## src/rtl/mod_counter.sv

```systemverilog
// Modulo up/down counter with prescaler, wrap or saturate at the range ends,
// synchronous clear/load, and terminal-count / overflow reporting.
module mod_counter #(
  parameter int WIDTH       = 4,
  parameter int MODULUS     = 16,
  parameter int SATURATE    = 0,
  parameter int PRESCALE    = 1,
  parameter int RESET_VALUE = 0
) (
  input  logic             clock,
  input  logic             reset,
  input  logic             enable,
  input  logic             up_down,
  input  logic             clear,
  input  logic             load,
  input  logic [WIDTH-1:0] load_value,
  input  logic             sticky_clear,
  output logic [WIDTH-1:0] count,
  output logic             terminal,
  output logic             overflow_sticky,
  output logic             load_error,
  output logic             at_max,
  output logic             at_min
);

  localparam int               PS_W    = (PRESCALE > 1) ? $clog2(PRESCALE) : 1;
  localparam logic [PS_W-1:0]  PS_LAST = PS_W'(PRESCALE - 1);
  localparam logic [WIDTH-1:0] MAX_VAL = WIDTH'(MODULUS - 1);
  localparam logic [WIDTH:0]   MOD_EXT = (WIDTH+1)'(MODULUS);
  localparam logic [WIDTH-1:0] RST_VAL = WIDTH'(RESET_VALUE);

  logic [PS_W-1:0] ps;
  logic            ps_wrap;
  logic            step_now;
  logic [WIDTH:0]  step_res;
  logic            term_evt;
  logic            load_ok;

  // Range ends are detected before any arithmetic, so the count can never
  // leave 0..MODULUS-1 even when MODULUS fills the whole WIDTH.
  function automatic logic [WIDTH:0] step_fn(input logic [WIDTH-1:0] cur,
                                             input logic             dir);
    logic [WIDTH-1:0] nxt;
    logic             term;
    term = 1'b0;
    nxt  = cur;
    if (dir) begin
      if (cur == MAX_VAL) begin
        term = 1'b1;
        nxt  = (SATURATE != 0) ? cur : '0;
      end else begin
        nxt = cur + WIDTH'(1);
      end
    end else begin
      if (cur == '0) begin
        term = 1'b1;
        nxt  = (SATURATE != 0) ? cur : MAX_VAL;
      end else begin
        nxt = cur - WIDTH'(1);
      end
    end
    return {term, nxt};
  endfunction

  assign ps_wrap  = (ps == PS_LAST);
  assign step_now = !clear && !load && enable && ps_wrap;
  assign step_res = step_fn(count, up_down);
  assign term_evt = step_now && step_res[WIDTH];
  assign load_ok  = ({1'b0, load_value} < MOD_EXT);

  assign at_max = (count == MAX_VAL);
  assign at_min = (count == '0);

  always_ff @(posedge clock or posedge reset) begin
    if (reset) begin
      count           <= RST_VAL;
      ps              <= '0;
      terminal        <= 1'b0;
      overflow_sticky <= 1'b0;
      load_error      <= 1'b0;
    end else begin
      terminal   <= term_evt;
      load_error <= 1'b0;
      if (clear) begin
        count <= '0;
        ps    <= '0;
      end else if (load) begin
        ps <= '0;
        if (load_ok) begin
          count <= load_value;
        end else begin
          count      <= MAX_VAL;
          load_error <= 1'b1;
        end
      end else if (enable) begin
        if (ps_wrap) begin
          ps    <= '0;
          count <= step_res[WIDTH-1:0];
        end else begin
          ps <= ps + PS_W'(1);
        end
      end
      // A terminal event on the same edge as sticky_clear keeps the flag set.
      if (term_evt) begin
        overflow_sticky <= 1'b1;
      end else if (sticky_clear) begin
        overflow_sticky <= 1'b0;
      end
    end
  end

endmodule

```

## config.mk

```make
export PLATFORM = sky130hd
export DESIGN_NAME = mod_counter
export DESIGN_NICKNAME = d
export VERILOG_FILES = /design/src/rtl/mod_counter.sv
export SDC_FILE = /design/constraint.sdc
export NUM_CORES = 1
export LEC_CHECK = 0
export ABC_CLOCK_PERIOD_IN_PS = 3100
export BUFFER_PORTS_ARGS = -buffer_cell sky130_fd_sc_hd__buf_2
export CORE_AREA = 3 3 40 42
export CTS_CLUSTER_DIAMETER = 30
export CTS_CLUSTER_SIZE = 30
export DETAILED_ROUTE_END_ITERATION = 8
export DIE_AREA = 0 0 43 45
export PLACE_DENSITY = 0.7
export RECOVER_POWER = 25
export SLEW_MARGIN = 30
export SYNTH_ARGS = -nofsm -noshare
export SYNTH_HDL_FRONTEND = slang
export SYNTH_SLANG_ARGS = --single-unit
```

## constraint.sdc

```tcl
create_clock -name clock -period 3.1 [get_ports clock]
set_input_delay 0.155 -clock clock [delete_from_list [all_inputs] [get_ports clock]]
set_output_delay 0.155 -clock clock [all_outputs]
set_load 0.05 [all_outputs]
```

After elaboration in Yosys (flattened, before gate mapping). Index checks and enable logic that the tools add are counted.

Register bits: 7. Latch bits: 0. RAM bits: 0. ROM bits: 0. Input bits: 11. Output and inout bits: 9. Word-level logic and storage cells: 36. Memories: 0.

Add/subtract/negate cells: 3. $mul: 0. Divide/modulo/power cells: 0. Magnitude comparators: 0. Equality and inequality tests: 2. Shift operators: 0. Mux-type cells: 16. Bitwise operators: 1. Reduce and logical (&&, ||, !) cells: 10.

Operators with widths (number): 4-bit two-way mux (7); 1-bit two-way mux (9); 4-bit by 1-bit adder with 4-bit output, second input constant (1); 4-bit == test, second input constant (1); 1-bit logical AND (4); 4-bit logical NOT (1); 4-bit by 1-bit subtractor with 4-bit output, second input constant (1); 3-bit != test, second input constant (1); 3-bit nonzero test (1); 1-bit logical NOT (2); 2-bit AND reduction (1); 2-bit nonzero test (1); 1-bit adder, second input constant (1); 1-bit inverter (1).

Logic depth before layout (Yosys ltp).
Depth in word-level cells: 7. Mapped depth: 6. Mapped depth without buffers: 6.

Least setup slack after synthesis. Ideal clock, no wire load.

Path type: register -> register. Start point: register count[1]. End point: register overflow_sticky. Setup time: 0.110 ns. Data arrival time: 2.669 ns. Required time: 2.990 ns. Setup slack: 0.321 ns. Stages on the path, launching flop included: 6. Buffers on the path: 0. Period minus slack after synthesis: 2.779 ns. Path through: dfrtp_1 inv_1 ha_1 nor3b_1 mux2i_1 o41ai_1.

Longest elaborated chain between the ends: 5. Elaborated cells between the ends (all ways): 8. Classes of those cells: eq/ne (1); mux (4); reduce/logical (3).

Ends and longest elaborated chain: start, declared (line 18) `output logic [WIDTH-1:0] count,`; start signal, assigned (line 90) `count <= load_value;`; start signal, assigned (line 98) `count <= step_res[WIDTH-1:0];`; 4-bit logical NOT (*); net at_min (line 23) `output logic at_min`; 1-bit two-way mux (*) (line 55) `if (cur == '0) begin`; 1-bit two-way mux (*) (line 47) `if (dir) begin`; 1-bit logical AND (*) (line 68) `assign term_evt = step_now && step_res[WIDTH];`; 1-bit two-way mux or 2-bit nonzero test (tied branches); end signal, assigned (line 79) `overflow_sticky <= 1'b0;`; end signal, assigned (line 105) `overflow_sticky <= 1'b1;`; end signal, assigned (line 107) `overflow_sticky <= 1'b0;`; end, declared (line 20) `output logic overflow_sticky,`.

The timed path passes the listed nets; every way through them passes the cells marked *. A chain may end at the register's enable or synchronous reset.

Worst setup path in the final report.
Start point: register count[0]. End point: output port at_min.

Longest elaborated chain between the ends: 1.

Ends and longest elaborated chain: 4-bit logical NOT (line 72) `assign at_min = (count == '0);`; end, declared (line 23).

No other way between the ends.

==> flow_summary_export.csv <==
group,metric,value,unit
clock_tree,path_clk_slew,0.05,ns
final_layout,stdcell_area,569.3,um2
global_routing,grt_max_degree,9,
setup_path,critPathTopFamily,"flip-flops",
die,die-height,45,um
routing,final_antenna_net_count,0,
logic_synthesis,netlist_instances,51,
die,top_level_ports,20,
placed_design,port-buffer-count,18,
clock_tree,root_buffer,"clkbuf_4",
logic_synthesis,synth-async-reset-ratio,100.0,%
final_layout,multiInputGateArea,247.7,um2
clock_tree,numCtsBuffers,3,
clock_tree,clk_latency,0.24,ns
die,core_area,1285,um2
logic_synthesis,syn_nets,64,
clock_tree,cts_buffer_depth,2,
final_layout,drive_gt1_share,32.86,%
placed_design,gp_congestion,0.7678,
setup_path,path_cells,"inv_2 > ha_1 > nor3b_1 > buf_2",
logic_synthesis,synth_common_cells,"inv_1, dfrtp_1, a21oi_1",
setup_path,cp_slowest_cell,"dfrtp_1",
setup_path,cp-endpoint,"at_min",
logic_synthesis,yosysWarnings,0,
setup_path,r2r_start,"count[0]",
final_layout,n_fill_cell,135,
setup_path,worstSetupStartpointType,"flip-flop",
power,vdd_ir_drop_max,0.2271,mV
final_layout,syn2layout_area_growth,28.17,%
logic_synthesis,netlist_area,444.2,um2
timing,tns,0,ns
die,dieArea,1935,um2
logic_synthesis,ys_seq_elements,6,
setup_path,r2r_end,"overflow_sticky",
logic_synthesis,yosysMostFrequentCell,"inv_1",
final_layout,postLayoutCoreUtil,44.30,%
setup_path,worstPathArrival,1.66,ns
timing,fin_crit_sh,58.51,%
logic_synthesis,synth-main-ff-cell,"dfrtp_1",
setup_path,critPathRequiredTime,2.94,ns
setup_path,reg2reg_depth,5,
timing,clock_skew,0.0005291,ns
final_layout,fin_nets,85,
die,start_util,34.57,%
setup_path,end_kind,"primary output",
setup_path,path_max_fanout,8,
routing,vias,429,
logic_synthesis,synth_top_area_share,33.80,%
setup_path,crit_type,"reg -> out",
final_layout,regArea,150.1,um2
run_status,status,"finished, final reports clean",
setup_path,slowest_delay,0.46,ns
power,leakagePower,0.3033,nW
flow_run,cap_violations,0,
timing,final-hold-violation-count,0,
setup_path,worst-path-buf-inv,2,
global_routing,grt_pass1_wl,1842,um
die,die_w,43,um
routing,drtIter0Drc,7,
logic_synthesis,syn_area_per_cell,8.709,um2
routing,avgRoutedWirePerCell,12.27,um
global_routing,antenna_found_initial,0,
timing,slew_viol_final,0,
logic_synthesis,yosys.area.top_type,"dfrtp_1",
power,power.density,435.3,nW/um2
worst_hold_path,hold_path.startpoint,"load_value[1]",
global_routing,grt_usage,13.46,%
timing,max_freq,551.4,MHz
logic_synthesis,synth_edf_count,0,
power,p_total,0.2478,mW
die,num_rows,13,
setup_path,path_depth,4,
setup_path,rrSetupSlack,1.45,ns
routing,first_pass_iters,3,
clock_tree,cts_htree_levels,1,
routing,drt-total-wl,1043,um
timing,setup_viol,0,
global_routing,grt-ovfl-total,0,
clock_tree,cts_tree,"built",
setup_path,cp-startpoint,"count[0]",
worst_hold_path,hold_class,"in -> reg",
logic_synthesis,synth.distinct_cells,29,
routing,drt-vias-per-instance,5.047,
routing,drc,0,
placed_design,placed_cell_area,536.8,um2
worst_hold_path,whs_path_depth,3,
timing,min_period,1.814,ns
timing,rsz0062_at_grt,"no",
final_layout,n_antenna_cell,0,
logic_synthesis,synth_seq_area_share,33.80,%
placed_design,dp_hpwl,793.8,um
global_routing,grt_pass1_vias,413,
logic_synthesis,synth.top_cells.by_area,"dfrtp_1, mux2i_1, inv_1",
clock_tree,cts_sinks,6,
==> logic make-up (layout without fill, tap and decap cells) <==
group	Yosys count	after routing	synth area share [%]
buffers and inverters	11	30	10.42
AND/OR/NAND/NOR	10	10	11.84
other	1	1	0.8443
flip-flops	6	6	33.80
multiplexers	3	3	6.761
adder cells (fa/ha/maj)	2	2	5.633
XOR/XNOR	2	2	3.944
AO/OA/AOI/OAI	16	16	26.76
==> state kept, by name, indices dropped and copies added, names as in the netlist <==
register	cells
overflow_sticky	1
count	4
terminal	1
==> area by class of cell <==
type / count / share of cell area [%]
Timing Repair Buffer: 19 / 17.58
Clock buffer: 3 / 3.956
Tap cell: 15 / 3.297
Inverter: 8 / 5.275
Multi-Input combinational cell: 34 / 43.52
Sequential cell: 6 / 26.37
==> routing by layer <==
| metal | global-route usage, % | wire [um] | vias up |
|---|---|---|---|
| met5 | 0 | 0 | - |
| met4 | 10.84 | 9 | 0 |
| met3 | 4.382 | 81 | 2 |
| met2 | 18.86 | 454 | 13 |
| met1 | 16.83 | 497 | 194 |
| li1 | - | - | 220 |
==> repair_timing <==
action | in CTS | in global routing
resized for setup | 0 | 0
hold buffers | 1 | 0
endpoints found under the hold margin | 6 | 0
setup buffers | 0 | 0
==> cells in the final DEF, fill, tap and decap left out, types with 2 or more instances in the layout <==
master     n
dfrtp_1    6
buf_2     18
nor2_1     3
inv_1      7
clkbuf_4   3
o21ai_0    2
mux2i_1    3
ha_1       2
a21oi_1    5
nand2_1    2
==> metrics by stage <==
step	std cells	hold WS, ns	setup slack, ns
global placement	81	0.08264	1.479
detailed placement	81	0.08451	1.476
finish	85	0.1465	1.286
floorplan	51	-0.05404	0.3212
CTS	85	0.1339	1.297
global route	85	0.1561	1.203
==> report_power, final <==
group / internal, mW / leakage [nW] / switching, mW / total [mW]
Clock: 0.0439 / 0.0138 / 0.0298 / 0.0737
Sequential: 0.0834 / 0.0794 / 0.00784 / 0.0913
Combinational: 0.0274 / 0.210 / 0.0555 / 0.0829
Total: 0.155 / 0.303 / 0.0931 / 0.248
==> worst min-delay path: stages <==
cell and delay (ns):
buf_2 0.09, nand2_1 0.04, a21oi_1 0.05
==> how the worst min path moves through the flow <==
stage                                 end  slack [ns]
after floorplan                  count[0]       -0.05
after global placement    overflow_sticky        0.08
after detailed placement         count[2]        0.08
after CTS                        count[1]        0.13
after global routing             count[2]        0.16
final                            count[1]        0.15
Power figures use the tool's default switching activity.
